===== config.mk =====
export PLATFORM = sky130hd
export DESIGN_NAME = scu_dsp_dma_resp
export DESIGN_NICKNAME = d
export VERILOG_FILES = /design/src/rtl/scu_dsp_dma_resp.sv
export SDC_FILE = /design/constraint.sdc
export NUM_CORES = 1
export LEC_CHECK = 0
export CORE_MARGIN = 4
export CORE_UTILIZATION = 30
export CTS_CLUSTER_SIZE = 8
export DETAILED_ROUTE_END_ITERATION = 8
export PLACE_DENSITY_LB_ADDON = 0.2
export SYNTH_ARGS = -nofsm -noshare
export SYNTH_HDL_FRONTEND = slang
export SYNTH_SLANG_ARGS = --single-unit
export TNS_END_PERCENT = 100

===== constraint.sdc =====
create_clock -name CLK -period 2.8 [get_ports CLK]
set_input_delay 0.56 -clock CLK [delete_from_list [all_inputs] [get_ports CLK]]
set_output_delay 0.56 -clock CLK [all_outputs]
set_load 0.02 [all_outputs]

===== src/rtl/scu_dsp_dma_resp.sv =====
// ---------------------------------------------------------------------------
// scu_dsp_dma_resp
//   SCU-side responder for DSP D0-bus DMA. It owns the DSP external pointers
//   RA0 (read) and WA0 (write). It takes one word request at a time from the
//   DSP and runs it on the SCU memory port. It returns read data, an ACK
//   strobe per word and an END strobe per transfer. Both strobes are aligned
//   to the CE_R/CE_F bus phases that the DSP requester samples.
//
//   Optional build macro: SCU_DSP_DMA_TIMEOUT_EN
//     Adds a watchdog on the memory port. If MEM_RDY does not arrive within
//     TIMEOUT CE_R periods, the access is abandoned and DMA_ERR is raised.
//     When the macro is undefined, DMA_ERR is tied to 0.
//
//   Ports
//     CLK, RST_N              clock, async active-low reset
//     CE_R, CE_F              bus-rate rising / falling phase strobes
//     DSO, RA0W, WA0W, DMAW   DSP D1-bus value plus pointer / mode load strobes
//     DMA_REQ/WE/DO/RUN/LAST  DSP word request side
//     DMA_DI, DMA_ACK, DMA_END  responses to the DSP
//     MEM_A/DO/RD/WR, MEM_DI, MEM_RDY  SCU memory port (level request)
//     DMA_ERR                 sticky bus-timeout flag
// ---------------------------------------------------------------------------
module scu_dsp_dma_resp #(
  parameter int ADDR_W  = 25,
  parameter int TIMEOUT = 255
) (
  input  logic              CLK,
  input  logic              RST_N,
  input  logic              CE_R,
  input  logic              CE_F,
  input  logic [31:0]       DSO,
  input  logic              RA0W,
  input  logic              WA0W,
  input  logic              DMAW,
  input  logic              DMA_REQ,
  input  logic              DMA_WE,
  input  logic [31:0]       DMA_DO,
  input  logic              DMA_RUN,
  input  logic              DMA_LAST,
  output logic [31:0]       DMA_DI,
  output logic              DMA_ACK,
  output logic              DMA_END,
  output logic [ADDR_W-1:0] MEM_A,
  output logic [31:0]       MEM_DO,
  input  logic [31:0]       MEM_DI,
  output logic              MEM_RD,
  output logic              MEM_WR,
  input  logic              MEM_RDY,
  output logic              DMA_ERR
);

  typedef enum logic [2:0] {
    S_IDLE    = 3'd0,
    S_ACCESS  = 3'd1,
    S_ACKP    = 3'd2,
    S_WAITREQ = 3'd3,
    S_DONE    = 3'd4
  } state_t;

  state_t            state_q, state_d;
  logic [ADDR_W-1:0] ra0_q, ra0_d;
  logic [ADDR_W-1:0] wa0_q, wa0_d;
  logic [ADDR_W-1:0] ptr_q, ptr_d;
  logic [ADDR_W-1:0] mem_a_q, mem_a_d;
  logic [2:0]        add_q, add_d;
  logic              hold_q, hold_d;
  logic              we_q, we_d;
  logic              lastq_q, lastq_d;
  logic [31:0]       dma_di_q, dma_di_d;
  logic [31:0]       mem_do_q, mem_do_d;
  logic              ack_q, ack_d;
  logic              end_q, end_d;
  logic              mem_rd_q, mem_rd_d;
  logic              mem_wr_q, mem_wr_d;
  logic [ADDR_W-1:0] step;
  logic              wb_en;
  logic              unused_dso;

`ifdef SCU_DSP_DMA_TIMEOUT_EN
  logic [7:0] tcnt_q, tcnt_d;
  logic       err_q, err_d;
  // Set when the current transfer was ended by the watchdog. It suppresses
  // the pointer write-back without touching the sticky error flag.
  logic       tmo_q, tmo_d;
`endif

  // Only DSO[ADDR_W-1:0] and the mode field are consumed.
  assign unused_dso = &{1'b0, DSO};

  // Step in words: ADD=0 -> 0, otherwise 2^(ADD-1).
  always_comb begin
    step = '0;
    if (add_q != 3'd0) step = ADDR_W'(1) << (add_q - 3'd1);
  end

`ifdef SCU_DSP_DMA_TIMEOUT_EN
  assign wb_en = ~hold_q & ~tmo_q;
`else
  assign wb_en = ~hold_q;
`endif

  always_comb begin
    state_d  = state_q;
    ra0_d    = ra0_q;
    wa0_d    = wa0_q;
    ptr_d    = ptr_q;
    mem_a_d  = mem_a_q;
    add_d    = add_q;
    hold_d   = hold_q;
    we_d     = we_q;
    lastq_d  = lastq_q;
    dma_di_d = dma_di_q;
    mem_do_d = mem_do_q;
    ack_d    = ack_q;
    end_d    = end_q;
    mem_rd_d = mem_rd_q;
    mem_wr_d = mem_wr_q;
`ifdef SCU_DSP_DMA_TIMEOUT_EN
    tcnt_d   = tcnt_q;
    err_d    = err_q;
    tmo_d    = tmo_q;
`endif

    unique case (state_q)
      S_IDLE: begin
        // Pointer and mode loads come from the DSP on any clock. They are
        // only accepted here, so a DONE write-back can never race them.
        if (RA0W) ra0_d = DSO[ADDR_W-1:0];
        if (WA0W) wa0_d = DSO[ADDR_W-1:0];
        if (DMAW) begin
          add_d  = DSO[17:15];
          hold_d = DSO[14];
`ifdef SCU_DSP_DMA_TIMEOUT_EN
          err_d  = 1'b0;
`endif
        end
        if (CE_R && DMA_REQ && DMA_RUN) begin
          // Direction is frozen here for the whole transfer.
          we_d     = DMA_WE;
          ptr_d    = DMA_WE ? wa0_q : ra0_q;
          mem_a_d  = DMA_WE ? wa0_q : ra0_q;
          mem_rd_d = ~DMA_WE;
          mem_wr_d = DMA_WE;
          mem_do_d = DMA_DO;
          state_d  = S_ACCESS;
`ifdef SCU_DSP_DMA_TIMEOUT_EN
          tcnt_d   = '0;
          tmo_d    = 1'b0;
`endif
        end
      end

      S_ACCESS: begin
        if (CE_R) begin
          if (MEM_RDY) begin
            mem_rd_d = 1'b0;
            mem_wr_d = 1'b0;
            if (!we_q) dma_di_d = MEM_DI;
            ptr_d    = ptr_q + step;
            lastq_d  = DMA_LAST;
            state_d  = S_ACKP;
          end
`ifdef SCU_DSP_DMA_TIMEOUT_EN
          // This CE_R is period tcnt_q+1 without MEM_RDY.
          else if (tcnt_q == 8'(TIMEOUT - 1)) begin
            mem_rd_d = 1'b0;
            mem_wr_d = 1'b0;
            err_d    = 1'b1;
            tmo_d    = 1'b1;
            state_d  = S_DONE;
          end else begin
            tcnt_d = tcnt_q + 8'd1;
          end
`endif
        end
      end

      S_ACKP: begin
        // ACK rises on CE_F and falls on the next CE_R. Exactly one CE_R
        // edge therefore samples it high.
        if (CE_F && !ack_q) begin
          ack_d = 1'b1;
        end else if (CE_R && ack_q) begin
          ack_d   = 1'b0;
          state_d = lastq_q ? S_DONE : S_WAITREQ;
        end
      end

      S_WAITREQ: begin
        if (CE_R) begin
          if (DMA_REQ) begin
            mem_a_d  = ptr_q;
            mem_rd_d = ~we_q;
            mem_wr_d = we_q;
            mem_do_d = DMA_DO;
            state_d  = S_ACCESS;
`ifdef SCU_DSP_DMA_TIMEOUT_EN
            tcnt_d   = '0;
`endif
          end else if (!DMA_RUN) begin
            // The DSP aborted the transfer: no END and no write-back.
            state_d = S_IDLE;
          end
        end
      end

      S_DONE: begin
        if (CE_R && !end_q) begin
          end_d = 1'b1;
          if (wb_en) begin
            if (we_q) wa0_d = ptr_q;
            else      ra0_d = ptr_q;
          end
        end else if (CE_F && end_q) begin
          end_d   = 1'b0;
          state_d = S_IDLE;
        end
      end

      default: state_d = S_IDLE;
    endcase
  end

  always_ff @(posedge CLK or negedge RST_N) begin
    if (!RST_N) begin
      state_q  <= S_IDLE;
      ra0_q    <= '0;
      wa0_q    <= '0;
      ptr_q    <= '0;
      mem_a_q  <= '0;
      add_q    <= '0;
      hold_q   <= 1'b0;
      we_q     <= 1'b0;
      lastq_q  <= 1'b0;
      dma_di_q <= '0;
      mem_do_q <= '0;
      ack_q    <= 1'b0;
      end_q    <= 1'b0;
      mem_rd_q <= 1'b0;
      mem_wr_q <= 1'b0;
`ifdef SCU_DSP_DMA_TIMEOUT_EN
      tcnt_q   <= '0;
      err_q    <= 1'b0;
      tmo_q    <= 1'b0;
`endif
    end else begin
      state_q  <= state_d;
      ra0_q    <= ra0_d;
      wa0_q    <= wa0_d;
      ptr_q    <= ptr_d;
      mem_a_q  <= mem_a_d;
      add_q    <= add_d;
      hold_q   <= hold_d;
      we_q     <= we_d;
      lastq_q  <= lastq_d;
      dma_di_q <= dma_di_d;
      mem_do_q <= mem_do_d;
      ack_q    <= ack_d;
      end_q    <= end_d;
      mem_rd_q <= mem_rd_d;
      mem_wr_q <= mem_wr_d;
`ifdef SCU_DSP_DMA_TIMEOUT_EN
      tcnt_q   <= tcnt_d;
      err_q    <= err_d;
      tmo_q    <= tmo_d;
`endif
    end
  end

  assign DMA_DI  = dma_di_q;
  assign DMA_ACK = ack_q;
  assign DMA_END = end_q;
  assign MEM_A   = mem_a_q;
  assign MEM_DO  = mem_do_q;
  assign MEM_RD  = mem_rd_q;
  assign MEM_WR  = mem_wr_q;

`ifdef SCU_DSP_DMA_TIMEOUT_EN
  assign DMA_ERR = err_q;
`else
  // TIMEOUT has no effect without the watchdog. It is still referenced
  // here so that the parameter stays part of the interface in both builds.
  assign DMA_ERR = 1'b0 & (TIMEOUT > 0);
`endif

endmodule


* Word level (Yosys, flattened, before mapping)
Cells that the tools add are included.
** Cells by class
- Add/sub/neg operators :: 2
- Bitwise logic cells :: 2
- Mux-type cells :: 49
- Shift operators :: 1
- Reduce and logical (&&, ||, !) cells :: 28
- Eq/ne operators :: 20
** Operators by type and width (number)
- 25-bit two-way mux :: 15
- 25-bit case mux with 2 select lines :: 4
- 32-bit two-way mux :: 3
- 32-bit case mux with 2 select lines :: 1
- 3-bit two-way mux :: 11
- 2-bit inequality test (second input constant) :: 15
- 25-bit adder :: 1
- 1-bit by 3-bit left shift with 25-bit output (first input constant) :: 1
- 3-bit case mux with 5 select lines :: 1
- 1-bit two-way mux :: 12
- 4-bit AND reduction :: 3
- 5-bit AND reduction :: 2
- 2-bit nonzero test :: 5
- 9-bit AND reduction :: 1
- 2-bit AND reduction :: 4
- 3-bit by 2-bit equality test with 1-bit output (second input constant) :: 2
- 1-bit logical AND :: 6
- 1-bit case mux with 3 select lines :: 2
- 6-bit AND reduction :: 1
- 3-bit nonzero test :: 2
- 3-bit by 1-bit equality test with 1-bit output (second input constant) :: 1
- 3-bit equality test (second input constant) :: 1
- 3-bit logical NOT :: 1
- 3-bit inequality test (second input constant) :: 1
- other kinds (4) :: 6
** Word-level totals
- Output and inout port bits :: 94
- Bits of input ports :: 108
- Logic and storage cells :: 117
- Flip-flop bits (word level) :: 177

* Longest topological paths before layout
- Word-level depth :: 7
- Gate-level depth with buffers :: 10
- Depth with buffers taken out :: 9

* Least setup slack after synthesis
OpenSTA, ideal clock, no wires.
- Path type :: reg2reg
- From :: reg add_q[0]
- To :: reg ptr_q[21]
- Path buffers :: 1
- Setup time :: 120 ps
- Data required time :: 2680 ps
- Arrival time :: 2425 ps
- Cell stages (with the launch flop) :: 10
- Path slack :: 255 ps
- Clock period less this slack :: 2545 ps
- Cells stage by stage :: dfrtp_1 -> nor3b_1 -> ha_1 -> a21oi_1 -> nor2b_1 -> a311o_1 -> a41o_1 -> buf_6 -> a311o_1 -> and3_1
** On the way
- Word-level cells in the longest chain between the ends :: 7
- Elaborated cells on any way between the ends :: 8
- Classes of those cells :: 2 x add/sub; 1 x shift; 4 x mux; 1 x reduce/logical
** Ends and longest elaborated chain
- start, declared :: RTL line 65 : logic [2:0] add_q, add_d;
- start signal, assigned :: RTL line 231 : add_q <= '0;
- start signal, assigned :: RTL line 252 : add_q <= add_d;
- 3-bit by 1-bit subtractor with 3-bit output :: RTL line 93 : if (add_q != 3'd0) step = ADDR_W'(1) << (add_q - 3'd1);
- 1-bit by 3-bit left shift with 25-bit output :: RTL line 93
- 25-bit two-way mux (*) :: RTL line 93
- 25-bit adder (*) :: RTL line 159 : ptr_d = ptr_q + step;
- 25-bit two-way mux (*) :: RTL line 155 : if (MEM_RDY) begin
- 25-bit two-way mux (*) :: RTL line 154 : if (CE_R) begin
- 25-bit case mux with 2 select lines (*) :: RTL line 124 : unique case (state_q)
- end signal, assigned :: RTL line 250 : ptr_q <= ptr_d;
- end, declared :: RTL line 63 : logic [ADDR_W-1:0] ptr_q, ptr_d;
Mark *: on every way between the ends. The rest lies on a longest branch, timed or not. The select of a mux whose other input is x is not followed.
A chain may end at the register's enable or synchronous reset.

* Worst setup path after layout
- From :: reg add_q[2]
- To :: reg ptr_q[21]
The elaborated chain is that of the path after synthesis.

==> flow_metrics.py <==
metrics = {
    "logic_synthesis": {
        "netlist.area_leader.share_pct": 53.3,
        "synthesis.area_um2": 8310,
        "yosys.area.top_type": "dfrtp_1",
        "async_reset_ff_share_pct": 100,
        "netlist-cell-type-count": 57,
        "yosys-top-cells-area": "dfrtp_1 (53%), mux2_2 (9.2%), mux2i_1 (6.0%), a21oi_1 (5.2%), o21ai_0 (4.0%)",
        "synthFlopType": "dfrtp_1",
        "syn_area_per_cell_um2": 10.4,
        "synth-edff-count": 0,
        "ys_ff_latch": 177,
        "synth_most_common_cell": "dfrtp_1",
        "synth_warnings": 0,
        "ys_seq_area_share_pct": 53.3,
        "ys_top_cells_by_count": "dfrtp_1 (177), nand2_1 (88), a21oi_1 (86)",
        "synthCells": 796,
    },
    "clock_tree": {
        "cts_buffer_depth": 2,
        "clk_latency_ns": 0.43,
        "clk_pin_slew_ns": 0.07,
        "cts_root_buffer": "clkbuf_16",
        "cts_max_level": 4,
        "cts_tree": "built",
        "cts_buffers": 17,
        "cts_hold_buf": 0,
        "postCtsSetupBuffers": 0,
        "clock-sinks": 177,
    },
    "setup_path": {
        "crit_chain": "nor3b_1, ha_1, a21oi_1, nor2b_1, a311o_1, a41o_1, a311o_1, and3_1",
        "path_buf_inv": 0,
        "r2r_cells": 8,
        "worst_path_most_repeated_cell": "a311o_1",
        "crit_arrival_ns": 2.93,
        "crit_family": "compound AO/OA/AOI/OAI gates",
        "reg2reg_slack_ns": 0.19,
        "crit_fanout": 8,
        "slowest_delay_ns": 0.47,
        "path_class": "flop to flop",
        "regToRegEndpoint": "ptr_q[21]",
        "endpoint_kind": "flop",
        "crit-reg2reg-launch": "add_q[2]",
        "worstPathRequired_ns": 3.12,
        "start_kind": "flop",
        "crit_slowest_cell": "dfrtp_1",
    },
    "finish": {
        "num_antenna_cells": 0,
        "multi_input_area_um2": 3650,
        "fin_area_um2": 11400,
        "area_growth_pct": 37.4,
        "instances_no_fill": 1369,
        "fin_util_pct": 42.1,
        "regArea_um2": 4430,
        "drive_gt1_share_pct": 13.8,
        "final_nets": 1101,
        "n_fill_cell": 2631,
    },
    "pwr": {
        "power.total_mw": 13.1,
        "ir_drop_mv": 0.444,
        "power_leakage_nw": 4.73,
        "power_density_nw_per_um2": 1150,
    },
    "placement": {
        "gp_congestion": 0.843,
        "dpl.cell_count": 1337,
        "dp_slack_ns": 0.191,
        "numPortBuffers": 193,
        "hpwl_um": 16500,
        "place_area_um2": 10800,
    },
    "sta": {
        "whs_ns": 0.148,
        "setup_viol": 0,
        "finalCriticalPeriod_ns": 2.61,
        "tns_ns": 0,
        "finalHoldViolCount": 0,
        "slew_viol_final": 0,
        "worst_pin_slew_ns": 0.667,
        "grt_setup_unrepaired": "false",
        "fmax_mhz": 383,
        "fin_crit_sh_pct": 93.3,
        "finClkSkew_ns": 0.0123,
        "setup_ws_ns": 0.188,
        "relSlewSlack_pct": 55.5,
    },
    "global_route": {
        "grt_use_total_pct": 15.2,
        "grt_overflow": 0,
        "grt_pass1_wl_um": 37100,
        "grt_max_degree": 83,
        "grt_pass1_vias": 6500,
        "antenna_found_initial": 0,
    },
    "floorplan": {
        "io_pins": 202,
        "die_area_um2": 30400,
        "die_w_um": 174,
        "die_h_um": 174,
        "initial_core_util_pct": 30.7,
        "rows": 60,
        "coreArea_um2": 27100,
    },
    "detailed_routing": {
        "wl_per_cell_um": 16.9,
        "routed_wl_um": 23100,
        "drcViolationCount": 0,
        "vias_per_cell": 4.76,
        "ant_nets": 0,
        "drt-initial-drc-count": 374,
        "vias": 6520,
        "dr.pass1.iters": 5,
    },
    "run": {
        "maxCapViolCount": 0,
    },
    "status": {
        "status": "finished, final reports clean",
    },
    "min_path": {
        "holdCritPathClass": "input port to asynchronous set/reset pin",
    },
}
-- worst max path at each step --
| stage | startpoint | to | slack, ns | cells past startpoint |
|---|---|---|---|---|
| floorplan | add_q[0] | ptr_q[21] | 0.26 | 9 |
| global placement | DMA_RUN | ptr_q[11] | 0.18 | 9 |
| detailed placement | DMA_RUN | ptr_q[11] | 0.19 | 9 |
| CTS | add_q[1] | ptr_q[10] | 0.17 | 9 |
| global route | add_q[1] | ptr_q[18] | 0.03 | 9 |
| finish | add_q[2] | ptr_q[21] | 0.19 | 8 |
-- report_power, final --
group          switching, mW  total (mW)  internal, mW  leakage [nW]
Combinational           3.19        6.04          2.86          2.36
Clock                   1.10        2.45          1.35         0.283
Sequential             0.858        4.64          3.79          2.08
-- area by class of cell --
| class | instances | area share (%) |
|---|---|---|
| Sequential cell | 177 | 38.8 |
| Tap cell | 372 | 4.08 |
| Multi-Input combinational cell | 563 | 32.0 |
| Clock buffer | 17 | 3.73 |
| Timing Repair Buffer | 223 | 19.8 |
| Clock inverter | 15 | 1.51 |
| Inverter | 2 | 0.0657 |
-- worst register-to-register path: cells and delay by family (launching register included) --
family	cells	cell delay, ns
compound gates	4	1.20
fa+ha+maj	1	0.29
flops	1	0.47
simple gates	3	0.56
-- layer usage --
layer / GRT usage [%] / vias up / wire, µm
li1: - / 3204 / -
met1: 22.1 / 3134 / 11300
met2: 23.4 / 170 / 10400
met3: 3.09 / 12 / 1210
met4: 3.70 / 0 / 206
met5: 0 / - / 0
-- registers in the layout (all words and copies together), names as in the netlist --
register,flops
DMA_DI,32
MEM_DO,32
MEM_A,25
ptr_q,25
ra0_q,25
wa0_q,25
add_q,3
state_q,3
DMA_ACK,1
DMA_END,1
MEM_RD,1
MEM_WR,1
hold_q,1
lastq_q,1
we_q,1
-- timing repair --
| action | CTS | global route |
|---|---|---|
| setup endpoints to repair | 0 | 2 |
| resized for setup | 0 | 1 |
| hold endpoints to repair | 0 | 0 |
-- cells in the final DEF, fill, tap and decap left out, drive strengths merged, types with 5 or more instances in the layout --
cell type	n
clkbuf	17
a21oi	86
a31oi	6
nor2b	10
and3	10
o22a	5
dfrtp	177
a211oi	5
nor2	74
and2	6
nand2	88
inv	9
ha	8
buf	32
mux2	69
nand3	9
clkdlybuf4s50	191
mux2i	50
o21ai	69
nor3	8
-- cell families after synthesis --
logic type                 Yosys count  synth area share (%)
and+or+nand+nor                    225                  12.0
AOI/OAI and AO/OA                  203                  14.1
DFF                                177                  53.3
muxes                              119                  15.4
buffers and inverters               57                  3.19
adders and majority gates            9                  1.44
xor gates and xnor gates             5                 0.527
other                                1                0.0451
No activity file was read; power rests on OpenSTA's default activity.
